## src/rtl/ram64_arbiter.sv

```systemverilog
// ram64_arbiter: zero-fill sweep after reset, then round-robin sharing of one RAM64 between two ports
module ram64_arbiter #(
   parameter int WIDTH          = 16,
   parameter int ADDR_W         = 6,
   parameter bit CLEAR_ON_RESET = 1'b1
) (
   input  logic              CLK,
   input  logic              reset,
   input  logic              req0,
   input  logic              req1,
   input  logic              we0,
   input  logic              we1,
   input  logic [ADDR_W-1:0] addr0,
   input  logic [ADDR_W-1:0] addr1,
   input  logic [WIDTH-1:0]  wdata0,
   input  logic [WIDTH-1:0]  wdata1,
   output logic              ack0,
   output logic              ack1,
   output logic [WIDTH-1:0]  rdata0,
   output logic [WIDTH-1:0]  rdata1,
   output logic              busy,
   output logic [WIDTH-1:0]  ram_in,
   output logic              ram_load,
   output logic [ADDR_W-1:0] ram_address,
   input  logic [WIDTH-1:0]  ram_out
);
   localparam int DEPTH = 2 ** ADDR_W;
   localparam logic [ADDR_W-1:0] LAST_ADDR = ADDR_W'(DEPTH - 1);
   typedef enum logic {CLEAR, ARB} state_t;
   state_t            state_q, state_d;
   logic [ADDR_W-1:0] clr_cnt_q, clr_cnt_d;
   logic              last_q;
   logic [WIDTH-1:0]  rdata0_q, rdata1_q;
   logic              g0, g1;
   // when both ask, the port that was not granted last wins
   assign g0 = req0 & (~req1 | last_q);
   assign g1 = req1 & (~req0 | ~last_q);
   assign rdata0 = rdata0_q;
   assign rdata1 = rdata1_q;
   // sweep sequencing, grant qualification and RAM port steering; reset masks all activity
   always_comb begin
      state_d     = state_q;
      clr_cnt_d   = clr_cnt_q;
      ack0        = 1'b0;
      ack1        = 1'b0;
      busy        = 1'b0;
      ram_address = addr0;
      ram_in      = '0;
      ram_load    = 1'b0;
      if (state_q == CLEAR) begin
         busy        = 1'b1;
         ram_address = clr_cnt_q;
         ram_load    = 1'b1;
         clr_cnt_d   = clr_cnt_q + 1'b1;
         state_d     = (clr_cnt_q == LAST_ADDR) ? ARB : CLEAR;
      end else begin
         ack0        = g0;
         ack1        = g1;
         ram_address = g1 ? addr1 : addr0;
         ram_in      = g0 ? wdata0 : (g1 ? wdata1 : '0);
         ram_load    = (g0 & we0) | (g1 & we1);
      end
      if (reset) begin
         ack0     = 1'b0;
         ack1     = 1'b0;
         ram_load = 1'b0;
         busy     = CLEAR_ON_RESET;
      end
   end
   // state, sweep counter, round-robin history and per-port read capture
   always_ff @(posedge CLK) begin
      if (reset) begin
         state_q   <= CLEAR_ON_RESET ? CLEAR : ARB;
         clr_cnt_q <= '0;
         last_q    <= 1'b1;
         rdata0_q  <= '0;
         rdata1_q  <= '0;
      end else begin
         state_q   <= state_d;
         clr_cnt_q <= clr_cnt_d;
         if (ack0) begin
            last_q <= 1'b0;
            if (!we0) rdata0_q <= ram_out;
         end
         if (ack1) begin
            last_q <= 1'b1;
            if (!we1) rdata1_q <= ram_out;
         end
      end
   end
endmodule

```

## config.mk

```make
export PLATFORM = sky130hd
export DESIGN_NAME = ram64_arbiter
export DESIGN_NICKNAME = d
export VERILOG_FILES = /design/src/rtl/ram64_arbiter.sv
export SDC_FILE = /design/constraint.sdc
export NUM_CORES = 1
export LEC_CHECK = 0
export BUFFER_PORTS_ARGS = -buffer_cell sky130_fd_sc_hd__buf_2
export CORE_ASPECT_RATIO = 1.1
export CORE_MARGIN = 8
export CORE_UTILIZATION = 30
export DETAILED_ROUTE_END_ITERATION = 10
export GPL_ROUTABILITY_DRIVEN = 0
export PLACE_DENSITY_LB_ADDON = 0.15
export SLEW_MARGIN = 15
export SYNTH_ARGS = -nofsm -noshare
export SYNTH_HDL_FRONTEND = slang
export SYNTH_SLANG_ARGS = --single-unit
```

## constraint.sdc

```tcl
create_clock -name CLK -period 1.64 [get_ports CLK]
set_clock_uncertainty 0.2 [all_clocks]
set_input_delay 0.328 -clock CLK [delete_from_list [all_inputs] [get_ports CLK]]
set_output_delay 0.328 -clock CLK [all_outputs]
set_load 0.03 [all_outputs]
```

==> metrics.json <==
{
  "status": {
    "status": "complete, but fails checks",
    "failed_checks": "setup timing"
  },
  "synthesis": {
    "syn_inst": 240,
    "synth.ff_latch_count": 40,
    "synth-warning-count": 0,
    "syn-mean-instance-area_sq_um": 8.78,
    "synth.net_count": 307,
    "post_synth_instance_area_sq_um": 2110,
    "synth-seq-area-share_pct": 38.0,
    "yosys.cell_types.count": 36
  },
  "timing": {
    "final_hold_vio_count": 0,
    "worst_slew_pin_slew_ns": 0.452,
    "max_clock_freq_mhz": 503,
    "finalCritPeriodShare_pct": 121,
    "timing.final.setup_violations": 41,
    "final_max_slew_viol_count": 0,
    "slew_headroom_pct": 69.9,
    "setup_slack_ns": -0.347,
    "timing.setup.tns_ns": -7.46,
    "finalWorstPathRequiredPeriod_ns": 1.99,
    "hold_ws_ns": 0.0640,
    "setup_repair_after_global_routing_missed_its_margin": "true"
  },
  "drt": {
    "avgViaCountPerCell": 5.29,
    "remaining_drc_errors": 0,
    "first_iter_violations": 90,
    "routedWlPerCell_um": 17.6,
    "route.antenna.remaining_nets": 0,
    "totalWireLength_mm": 8.15,
    "drt_first_pass_iters": 4,
    "routed-via-count": 2451
  },
  "floorplan": {
    "pin_count": 124,
    "die_width_um": 95.9,
    "fp.dieArea_sq_um": 9960,
    "start_util_pct": 30.4,
    "coreArea_sq_um": 6930,
    "num_rows": 32,
    "die_h_um": 104
  },
  "place": {
    "hpwlAfterDp_mm": 5.96,
    "portBuffers": 123,
    "worst_slack_placed_ns": -0.247
  },
  "critical_path": {
    "worst_setup_start_kind": "flop",
    "critical_path.max_fanout": 8,
    "worstPathBufferInverterCount": 2,
    "setup.worst_path.start": "last_q$_SDFFE_PP1P_",
    "path_class": "reg2out",
    "crit_top_cell": "buf_6",
    "cp.arrival_ns": 1.46,
    "critical_path_required_ns": 1.11,
    "worstReg2RegStart": "state_q$_SDFF_PP0_",
    "endpoint_kind": "primary output",
    "critical_path.slowest_cell": "dfxtp_4",
    "critPathTopFamily": "flip-flops",
    "ordered_list_of_cells_on_the_worst_path": "a21boi_2, buf_6, mux2i_4, a21oi_4, buf_6",
    "crit_path_max_incr_delay_ns": 0.36
  },
  "clock_network": {
    "cts.clk_slew.worst_paths_ns": 0.09,
    "clkSinkCount": 40,
    "root_buffer": "clkbuf_8",
    "worst_skew_pair.late_latency_ns": 0.29,
    "tritoncts.num_buffers": 5,
    "cts.hold.buffers_added": 0,
    "cts_tree": "yes",
    "clock_tree.buffer_depth": 2,
    "cts_max_level": 2
  },
  "global_route": {
    "total_congestion_overflow_after_global_routing": 0,
    "first_global_vias": 2510,
    "grtUsageTotal_pct": 15.7,
    "largest_net_degree_at_the_start_of_global_routing": 19,
    "antenna_found_initial": 1,
    "grt_pass1_wl_mm": 12.7
  },
  "pwr": {
    "irDropWorstVdd_mv": 0.374,
    "total_leakage_power_nw": 1.70,
    "comb_power_share_pct": 14.8,
    "switchingPower_uw": 554,
    "seqPwrFrac_pct": 49.0,
    "power_density_nw_per_um2": 528,
    "power.clock.fraction_pct": 36.2,
    "power.internal_mw": 1.45,
    "power_mw": 2.00,
    "swShare_pct": 27.7
  },
  "finish": {
    "post_route_cells_drive_above_1_share_pct": 61.3,
    "most-common-layout-cells": "buf_2, dfxtp_1, nand4_1",
    "layout.cells.most_common": "buf_2",
    "flow.area_growth_from_synthesis_pct": 79.8,
    "final_net_count": 443
  },
  "hold_path": {
    "start_point_of_the_worst_min_delay_path": "ram_out[8]",
    "min-delay-path-class": "in2reg"
  },
  "flow_run": {
    "timing.max_cap.violations": 0
  }
}
## final timing paths
path / end / slack (ns) / cells after the start
hold / removal: rdata1[8]$_SDFFE_PP0P_ / 0.06 / 3
hold reg to reg: rdata1[3]$_SDFFE_PP0P_ / 0.26 / 2
setup / recovery: ram_address[3] / -0.35 / 5
setup reg to reg: rdata0[5]$_SDFFE_PP0P_ / -0.07 / 5
## timing repair
| item | 4_1_cts | 5_1_grt |
|---|---|---|
| pin swaps | 21 | 27 |
| gates resized for setup | 87 | 31 |
| buffers inserted | 6 | 3 |
| endpoints found under the setup margin | 43 | 58 |
| cloned | 2 | 1 |
## cell families after synthesis
group | count (synthesis) | synth area share (%)
AND/OR/NAND/NOR | 82 | 20.9
AO/OA/AOI/OAI | 75 | 28.3
flip-flops | 40 | 38.0
buffers and inverters | 30 | 6.65
multiplexers | 8 | 3.86
XOR/XNOR | 4 | 1.66
adder cells (fa/ha/maj) | 1 | 0.594
## cell usage after synthesis
library cell / count / area, sq um
a31oi_1: 1 / 6.26
buf_2: 12 / 60.1
and4b_1: 1 / 10.0
mux2i_1: 7 / 70.1
nor2b_1: 3 / 18.8
nand2b_1: 1 / 6.26
xnor2_1: 2 / 17.5
o31ai_2: 10 / 125
and2_1: 2 / 12.5
or3b_1: 1 / 8.76
nor3_1: 1 / 5.00
buf_4: 1 / 7.51
clkbuf_1: 13 / 48.8
o31ai_1: 6 / 45.0
mux2_2: 1 / 11.3
nand3_1: 1 / 5.00
dfxtp_1: 40 / 801
o2bb2ai_1: 1 / 8.76
buf_6: 1 / 11.3
clkinv_1: 1 / 3.75
nand2_1: 20 / 75.1
a22o_1: 16 / 140
a21boi_0: 1 / 7.51
xor2_1: 2 / 17.5
and3_1: 3 / 18.8
inv_1: 1 / 3.75
nand4b_1: 1 / 8.76
ha_1: 1 / 12.5
nor2_1: 14 / 52.6
o311ai_0: 16 / 140
a21oi_1: 23 / 115
nor2_2: 1 / 6.26
a32oi_1: 1 / 8.76
clkbuf_2: 1 / 5.00
nor3b_2: 1 / 12.5
nand4_1: 32 / 200
## power groups by stage
stage | Clock [mW] | Sequential [mW] | Combinational (mW)
2_1_floorplan | 0 | 1.01 | 0.110
3_3_place_gp | 0 | 1.01 | 0.243
3_5_place_dp | 0 | 1.01 | 0.245
4_1_cts | 0.739 | 0.981 | 0.283
5_1_grt | 0.783 | 0.983 | 0.320
6_report | 0.724 | 0.981 | 0.296
## metrics by stage
| step | cells | area (sq um) | util [%] |
|---|---|---|---|
| detailed placement | 443 | 3070 | 44.3 |
| floorplan | 240 | 2310 | - |
| finish | 463 | 3790 | 54.7 |
| global route | 463 | 3790 | 54.7 |
| global placement | 443 | 3070 | 44.3 |
| CTS | 459 | 3600 | 51.9 |
## layout make-up
cell class	count	area (sq um)
Sequential cell	40	808
Fill cell	649	3140
Clock inverter	2	13.8
Multi-Input combinational cell	171	1660
Timing Repair Buffer	156	1100
Tap cell	85	106
Inverter	2	7.51
Clock buffer	6	82.6
Antenna cell	1	2.50
## flip-flops by register name, summed over array words and instances (netlist names)
register and count:
last_q 1, rdata0 16, rdata1 16, clr_cnt_q 6, state_q 1
## worst reg2reg max path, delay by kind of cell (launching register included)
kind                   cells  cell delay [ns]
AND/OR/NAND/NOR            1             0.42
flip-flops                 1             0.39
AO/OA/AOI/OAI              2             0.30
buffers and inverters      2             0.28
## routing by layer
metal | routed length (um) | GRT usage, % | vias to the layer above
li1 | - | - | 1206
met1 | 3310 | 17.5 | 1149
met2 | 4080 | 27.7 | 86
met3 | 637 | 4.26 | 10
met4 | 124 | 4.84 | 0
met5 | 0 | 0 | -
No activity file was read; power rests on OpenSTA's default activity.
